==> src/rtl/shift_sub_divider_pkg.sv <==
// Shared definitions for the shift/subtract divider: FSM encodings and default width.
package divider_defs;

    localparam int unsigned DefaultWordLength = 8;

    typedef enum logic [2:0] {
        StIdle      = 3'd0,
        StLoad2     = 3'd1,
        StWaitStart = 3'd2,
        StProcess   = 3'd3,
        StDone      = 3'd4
    } div_state_e;

endpackage

==> src/rtl/div_control.sv <==
// Divider sequencer: operand load handshake, iteration counter and result strobe.
module div_control
    import divider_defs::*;
#(
    parameter int unsigned WORD_LENGTH = DefaultWordLength
) (
    input  logic clk,
    input  logic reset,
    input  logic one_shot,
    input  logic start,
    input  logic divisor_zero,
    output logic load_dividend,
    output logic load_divisor,
    output logic start_process,
    output logic step,
    output logic finish,
    output logic ready,
    output logic loaded_1,
    output logic loaded_2,
    output logic busy
);

    localparam int unsigned CntWidth = $clog2(WORD_LENGTH + 1);
    localparam logic [CntWidth-1:0] LastCount = CntWidth'(WORD_LENGTH - 1);

    div_state_e state_q, state_d;
    logic [CntWidth-1:0] count_q, count_d;

    // State and iteration counter registers.
    always_ff @(posedge clk) begin
        if (reset) begin
            state_q <= StIdle;
            count_q <= '0;
        end else begin
            state_q <= state_d;
            count_q <= count_d;
        end
    end

    // Next-state logic and datapath strobes.
    always_comb begin
        state_d       = state_q;
        count_d       = count_q;
        load_dividend = 1'b0;
        load_divisor  = 1'b0;
        start_process = 1'b0;
        step          = 1'b0;
        finish        = 1'b0;
        unique case (state_q)
            StIdle: begin
                if (one_shot) begin
                    load_dividend = 1'b1;
                    state_d       = StLoad2;
                end
            end
            StLoad2: begin
                if (one_shot) begin
                    load_divisor = 1'b1;
                    state_d      = StWaitStart;
                end
            end
            StWaitStart: begin
                // Start takes priority; One_Shot is not looked at here.
                if (start) begin
                    if (divisor_zero) begin
                        state_d = StDone;
                    end else begin
                        start_process = 1'b1;
                        count_d       = '0;
                        state_d       = StProcess;
                    end
                end
            end
            StProcess: begin
                step    = 1'b1;
                count_d = count_q + 1'b1;
                if (count_q == LastCount) begin
                    state_d = StDone;
                end
            end
            StDone: begin
                finish  = 1'b1;
                state_d = StIdle;
            end
            default: begin
                state_d = StIdle;
            end
        endcase
    end

    assign ready    = (state_q == StIdle);
    assign loaded_1 = (state_q == StLoad2);
    assign loaded_2 = (state_q == StWaitStart);
    assign busy     = (state_q == StProcess);

endmodule

==> src/rtl/shift_sub_divider.sv <==
// Unsigned restoring divider: two-operand load via One_Shot, MSB-first shift/subtract.
module shift_sub_divider
    import divider_defs::*;
#(
    parameter int unsigned WORD_LENGTH = DefaultWordLength
) (
    input  logic                   clk,
    input  logic                   reset,
    input  logic                   One_Shot,
    input  logic                   Start,
    input  logic [WORD_LENGTH-1:0] Data,
    output logic                   Ready,
    output logic                   Loaded_1,
    output logic                   Loaded_2,
    output logic                   Busy,
    output logic                   Done,
    output logic [WORD_LENGTH-1:0] Quotient,
    output logic [WORD_LENGTH-1:0] Remainder,
    output logic                   Div_By_Zero
);

    logic load_dividend, load_divisor, start_process, step, finish;
    logic divisor_zero;

    logic [WORD_LENGTH-1:0] dividend_q, divisor_q;
    logic [WORD_LENGTH-1:0] dvd_sr_q, rem_q, quo_q;
    logic [WORD_LENGTH-1:0] quotient_q, remainder_q;
    logic                   dbz_q, done_q;

    logic [WORD_LENGTH:0]   shifted;
    logic [WORD_LENGTH:0]   trial;
    logic                   trial_neg;

    assign divisor_zero = (divisor_q == '0);

    div_control #(
        .WORD_LENGTH (WORD_LENGTH)
    ) u_div_control (
        .clk           (clk),
        .reset         (reset),
        .one_shot      (One_Shot),
        .start         (Start),
        .divisor_zero  (divisor_zero),
        .load_dividend (load_dividend),
        .load_divisor  (load_divisor),
        .start_process (start_process),
        .step          (step),
        .finish        (finish),
        .ready         (Ready),
        .loaded_1      (Loaded_1),
        .loaded_2      (Loaded_2),
        .busy          (Busy)
    );

    // Trial subtraction. The partial remainder is always below the divisor, so the
    // shifted value is below twice the divisor and a W+1-bit difference is exact:
    // its top bit is a true sign bit.
    always_comb begin
        shifted   = {rem_q, dvd_sr_q[WORD_LENGTH-1]};
        trial     = shifted - {1'b0, divisor_q};
        trial_neg = trial[WORD_LENGTH];
    end

    // Operand capture.
    always_ff @(posedge clk) begin
        if (reset) begin
            dividend_q <= '0;
            divisor_q  <= '0;
        end else begin
            if (load_dividend) dividend_q <= Data;
            if (load_divisor)  divisor_q  <= Data;
        end
    end

    // Working registers: dividend bit feed, partial remainder, quotient shift register.
    always_ff @(posedge clk) begin
        if (reset) begin
            dvd_sr_q <= '0;
            rem_q    <= '0;
            quo_q    <= '0;
        end else if (start_process) begin
            dvd_sr_q <= dividend_q;
            rem_q    <= '0;
            quo_q    <= '0;
        end else if (step) begin
            dvd_sr_q <= {dvd_sr_q[WORD_LENGTH-2:0], 1'b0};
            rem_q    <= trial_neg ? shifted[WORD_LENGTH-1:0] : trial[WORD_LENGTH-1:0];
            quo_q    <= {quo_q[WORD_LENGTH-2:0], ~trial_neg};
        end
    end

    // Result registers; only the DONE state updates them.
    always_ff @(posedge clk) begin
        if (reset) begin
            quotient_q  <= '0;
            remainder_q <= '0;
            dbz_q       <= 1'b0;
            done_q      <= 1'b0;
        end else begin
            done_q <= finish;
            if (finish) begin
                if (divisor_zero) begin
                    quotient_q  <= '1;
                    remainder_q <= dividend_q;
                    dbz_q       <= 1'b1;
                end else begin
                    quotient_q  <= quo_q;
                    remainder_q <= rem_q;
                    dbz_q       <= 1'b0;
                end
            end
        end
    end

    assign Done        = done_q;
    assign Quotient    = quotient_q;
    assign Remainder   = remainder_q;
    assign Div_By_Zero = dbz_q;

endmodule

==> config.mk <==
export PLATFORM = sky130hd
export DESIGN_NAME = shift_sub_divider
export DESIGN_NICKNAME = d
export VERILOG_FILES = /design/src/rtl/shift_sub_divider_pkg.sv /design/src/rtl/div_control.sv /design/src/rtl/shift_sub_divider.sv
export SDC_FILE = /design/constraint.sdc
export NUM_CORES = 1
export LEC_CHECK = 0
export CELL_PAD_IN_SITES_DETAIL_PLACEMENT = 0
export CELL_PAD_IN_SITES_GLOBAL_PLACEMENT = 1
export CORE_MARGIN = 1
export CORE_UTILIZATION = 34
export DETAILED_ROUTE_END_ITERATION = 8
export PLACE_DENSITY = 0.69
export SLEW_MARGIN = 30
export SYNTH_ARGS = -nofsm -noshare
export SYNTH_HDL_FRONTEND = slang
export SYNTH_HIERARCHICAL = 1
export SYNTH_SLANG_ARGS = --single-unit
==> constraint.sdc <==
create_clock -name clk -period 7.65 [get_ports clk]
set_clock_uncertainty 0.1 [all_clocks]
set_input_delay 1.1475 -clock clk [delete_from_list [all_inputs] [get_ports clk]]
set_output_delay 1.1475 -clock clk [all_outputs]
set_load 0.005 [all_outputs]
==> Word level (Yosys, flattened, before mapping) <==
Cells that the tools add are included.
Widths: inputs -> output; s select.
{ "totals": {"reg_bits": 65} }
{ "classes": {"n_bitwise": 1, "addsub": 2, "n_eq_ne": 10, "reduce_logical": 7, "muxes": 23} }
{ "ops": {"columns": ["op", "n"], "rows": [
  ["$mux 8", 5],
  ["$mux 3", 5],
  ["$pmux 3 s4", 1],
  ["$mux 1", 9],
  ["$sub 9x8->9", 1],
  ["$logic_not 8->1", 1],
  ["$mux 4", 2],
  ["$ne 2x2->1 const B", 4],
  ["$pmux 4 s2", 1],
  ["$eq 3x2->1 const B", 2],
  ["$add 4x1->4 const B", 1],
  ["$eq 4x3->1 const B", 1],
  ["$reduce_and 4->1", 1],
  ["$reduce_bool 2->1", 2],
  ["$eq 3x1->1 const B", 1],
  ["$eq 3x3->1 const B", 1],
  ["$logic_not 3->1", 1],
  ["$reduce_and 3->1", 1],
  ["$ne 2x1->1 const B", 1],
  ["$reduce_or 2->1", 1],
  ["$not 1->1", 1]
]} }

==> Depth between registers and ports, before layout <==
{ "depth": {"depth_word": 5, "ltp_mapped": 12, "mapped_depth_nobuf": 10} }

==> By module <==
The synthesis kept the hierarchy.
{ "by_module_without_submodules": {"columns": ["mod", "area_each_um2", "n_inst", "seq_area_each_um2", "cells_each"], "rows": [
  ["shift_sub_divider", 2685.1, 1, 1161.1, 298],
  ["div_control", 456.7, 1, 140.1, 53]
]} }

==> Least setup slack after synthesis <==
No wires, ideal clock.
{ "synth_path": {"path_type": "register to register", "startpoint": "reg divisor_q[0]", "endpoint": "reg rem_q[2]", "synth_period_minus_slack_ns": 2.612, "path_stages_with_launch": 12, "path_slack_ns": 5.038, "path_buffers": 3, "arrival_time_ns": 2.433, "cell_sequence": "dfxtp_1 -> or4_4 -> nor2_4 -> buf_8 -> nor2_1 -> and3_1 -> clkbuf_1 -> or2_2 -> clkbuf_1 -> nor2_1 -> nand2_1 -> o211ai_1"} }
{ "synth_between": {"elab_chain_cells": 5, "elab_cells_between_ends": 7, "cone_classes": "1 x add/sub; 4 x mux; 2 x reduce/logical"} }
{ "synth_rtl": {"columns": ["element", "line", "text"], "rows": [
  ["start: declaration", "shift_sub_divider.sv:25", "logic [WORD_LENGTH-1:0] dividend_q, divisor_q;"],
  ["start signal: assignment", "shift_sub_divider.sv:71", "if (load_divisor) divisor_q <= Data;"],
  ["$logic_not 8->1", "shift_sub_divider.sv:34", "assign divisor_zero = (divisor_q == '0);"],
  ["named net divisor_zero", "shift_sub_divider.sv:23", "logic divisor_zero;"],
  ["$mux 1", "div_control.sv:65", "if (divisor_zero) begin"],
  ["$mux 1", "div_control.sv:64", "if (start) begin"],
  ["$mux 1", "div_control.sv:49", "unique case (state_q)"],
  ["named net start_process", "shift_sub_divider.sv:22", "logic load_dividend, load_divisor, start_process, step, finish;"],
  ["$reduce_or 2->1 (no source line)", null, null],
  ["end signal: assignment", "shift_sub_divider.sv:87", "rem_q <= trial_neg ? shifted[WORD_LENGTH-1:0] : trial[WORD_LENGTH-1:0];"],
  ["end: declaration", "shift_sub_divider.sv:26", "logic [WORD_LENGTH-1:0] dvd_sr_q, rem_q, quo_q;"]
]} }
The timed path passes the listed nets, and every way through them passes these cells.
A chain may end at the register's enable or synchronous reset.

==> Worst setup path in the final report <==
{ "layout_path": {"startpoint": "reg divisor_q[0]", "endpoint": "reg rem_q[5]"} }
{ "layout_between": {"elab_chain_cells": 5, "elab_cells_between_ends": 7, "cone_classes": "1 x add/sub; 4 x mux; 2 x reduce/logical"} }
{ "layout_rtl": {"columns": ["element", "line"], "rows": [
  ["$logic_not 8->1", "shift_sub_divider.sv:34"],
  ["$mux 1", "div_control.sv:65"],
  ["$mux 1", "div_control.sv:64"],
  ["$mux 1", "div_control.sv:49"],
  ["named net start_process", "shift_sub_divider.sv:22"],
  ["$reduce_or 2->1 (no source line)", null]
]} }
The timed path passes the listed nets, and every way through them passes these cells.

==> impl_results.md <==
* Synth Instances at 351
* Beginning of the worst register-to-register path: divisor_q[0]$_SDFFE_PP0P_
* Worst EP arrival at 3.19 ns
* Filler instances at 906
* Number of DRC markers in iteration 0 at 113
* Final setup viols at 0
* Crit path capture type: flop
* Num CTS Buffers at 9
* NumNets Final at 394
* Pwr Density at 245 nW/µm²
* Synth warn at 6
* Vias at 2,432
* Slew Viols, Final at 0
* WP data required at 7.82 ns
* R2r setup slk at 4.62 ns
* Final Worst Setup Slack at 4.62 ns
* Design area at 3690 µm²
* FFs w/ async S/R, synth at 0%
* Clk slew on worst S/H paths at 0.07 ns
* Die area at 9630 µm²
* Critical path depth at 7
* Die Wd at 98.1 µm
* # rows at 34
* Hold buffer count at CTS at 0
* Ratio of cells with drive above 1 in the final layout at 6.91%
* Root Buffer: clkbuf_8
* Vias per cell at 5.02
* Prevailing post-synth register cell: dfxtp_1
* Hold Crit Start: u_div_control/count_q[3]$_SDFFE_PP0P_
* Failing checks: DRC
* R2R depth at 7
* CP Class: flop to flop
* CTS H-Tree Depth at 3
* Clock buffer depth at 2
* WHS at 0.371 ns
* Post-synthesis register bit count at 65
* Die H at 98.1 µm
* Status: complete, but fails checks
* Place WS at 4.58 ns
* Maximum vdd drop at 103 µV
* Global Route Usage Sum at 15.1%
* Unique masters post-synth at 46
* GP Congestion at 0.791
* Setup repair after global routing missed its margin: no
* Max Cap Violations at 0
* Post-CTS Setup Bufs at 0
* Startpoint types: flop
* Post-synth EDFFs at 0
* TritonRoute pass-1 iters at 7
* Relative slew slack at 38.9%
* Wire length per cell at 14.0 µm
* Fin crit share at 39.6%
* Gr ovfl total at 0
* Crit-path slowest cell: or4_4
* HPWL after DPL at 4880 µm
* Clock latency on the worst-skew pair at 0.34 ns
* Initial antenna violation count at 0
* Period minus WS final at 3.03 ns
* Largest net degree at the start of global routing at 52
* CP peak stage delay at 0.54 ns
* Number of global-route vias before repair at 2,291
* CTS tree: yes
* PostCTS Resize Cnt at 0
* Total Power at 0.905 mW
* TNS Setup at 0 ns
* Port bufs at 33
* Seq/Total Area, Yosys at 41.4%
* Initial Utilization at 35.5%
* Most frequent cells in the layout: nor2_1 (77), dfxtp_1 (65), mux2i_1 (48)
* Post-route DRC at 4
* Crit path from: divisor_q[0]$_SDFFE_PP0P_
* Least-Margin Pin Slew at 0.911 ns
* Top Family by Delay on Critical Path: simple AND/OR/NAND/NOR gates
* N_diodes at 0
* Final Hold Viols at 0
* Commonest non-fill, non-tap cell in the layout: nor2_1
* HP Class: flop to flop
* Synth Net Count at 373
* Lkg Pwr at 1.39 nW
* WL final at 6780 µm
* Routed Antenna Nets at 0
* Area delta synth->final at 17.4%
* Top Ports at 34
* Post-Synthesis Cell Area at 3140 µm²
* Core area at 8850 µm²
* Global-route wire length before repair at 11,400 µm
* CP max FO at 20
* CP dominant cell by count: nor2_1
* Average size of a mapped cell at 8.95 µm²
* TritonCTS Sinks at 65
* Worst Hold Path Cells at 1
* Worst Path Buf+Inv at 0
* Fmax at 0.330 GHz
* Post-DP Area at 3490 µm²
* CP Cell Sequence: or4_4, nor2_4, nor2_1, and3_1, nor2_1, o21ai_0, a21oi_1
[cells in the mapped netlist (3+ instances only)]
master	count	area share [%]
inv_1	13	1.6
buf_6	3	1.1
o211ai_1	3	0.72
clkbuf_1	18	2.2
nand2_1	5	0.60
mux2i_1	48	15
a211oi_1	18	4.3
o21ai_0	10	1.6
a21oi_1	21	3.3
o21a_1	5	1.2
nor3_1	6	0.96
nor2_1	77	9.2
ha_1	9	3.6
nand3_1	4	0.64
nand2b_1	3	0.60
xor2_1	4	1.1
nor2b_1	4	0.80
dfxtp_1	65	41
[cells by family after synthesis]
group,after synthesis,synth area share [%]
compound gates,67,13.9
xor+xnor,5,1.39
fa+ha+maj,10,4.22
buf+inv,39,5.93
flops,65,41.4
mux,48,15.3
simple gates,117,17.9
[state kept, by name (all words and copies together) (netlist names)]
signal and flops:
Div_By_Zero 1, Done 1, Quotient 8, Remainder 8
dividend_q 8, divisor_q 8, dvd_sr_q 8, quo_q 8
rem_q 8, u_div_control/count_q 4, u_div_control/state_q 3
[cell type report]
type                    count  area (µm²)  share of cell area [%]
flip-flops and latches     65        1300                    35.3
well taps                 108         135                    3.66
repair buffers             36         350                    9.50
clock buffers              10         138                    3.73
multi-input cells         247        1660                    45.0
inverters                  13        48.8                    1.32
clock inverters             5        56.3                    1.53
[where the power goes]
part           switching [mW]  internal [mW]
clock                   0.130          0.157
sequential             0.0223          0.357
combinational           0.130          0.109
[per-layer routing]
metal,routed length (µm),global-route usage [%],up-vias
met3,294,4.87,6
met2,3020,22.6,48
met4,53,3.85,0
met5,0,0,-
li1,-,-,1270
met1,3410,20.9,1108
[through the flow]
step,utilization [%],instances
global placement,39.5,469
floorplan,-,351
global route,41.7,484
detailed placement,39.5,469
CTS,41.7,484
finish,41.7,484
[worst reg2reg max path, stage by stage, from the launching register on]
cell and delay (ns):
dfxtp_1 0.33, or4_4 0.54, nor2_4 0.49, nor2_1 0.20
and3_1 0.43, nor2_1 0.54, o21ai_0 0.18, a21oi_1 0.15
[worst paths after layout]
| check | to |
|---|---|
| min reg2reg | u_div_control/count_q[3]$_SDFFE_PP0P_ |
| max | rem_q[5]$_SDFFE_PP0P_ |
| max reg2reg | rem_q[5]$_SDFFE_PP0P_ |
| min | u_div_control/count_q[3]$_SDFFE_PP0P_ |
No activity file was read; power rests on OpenSTA's default activity.
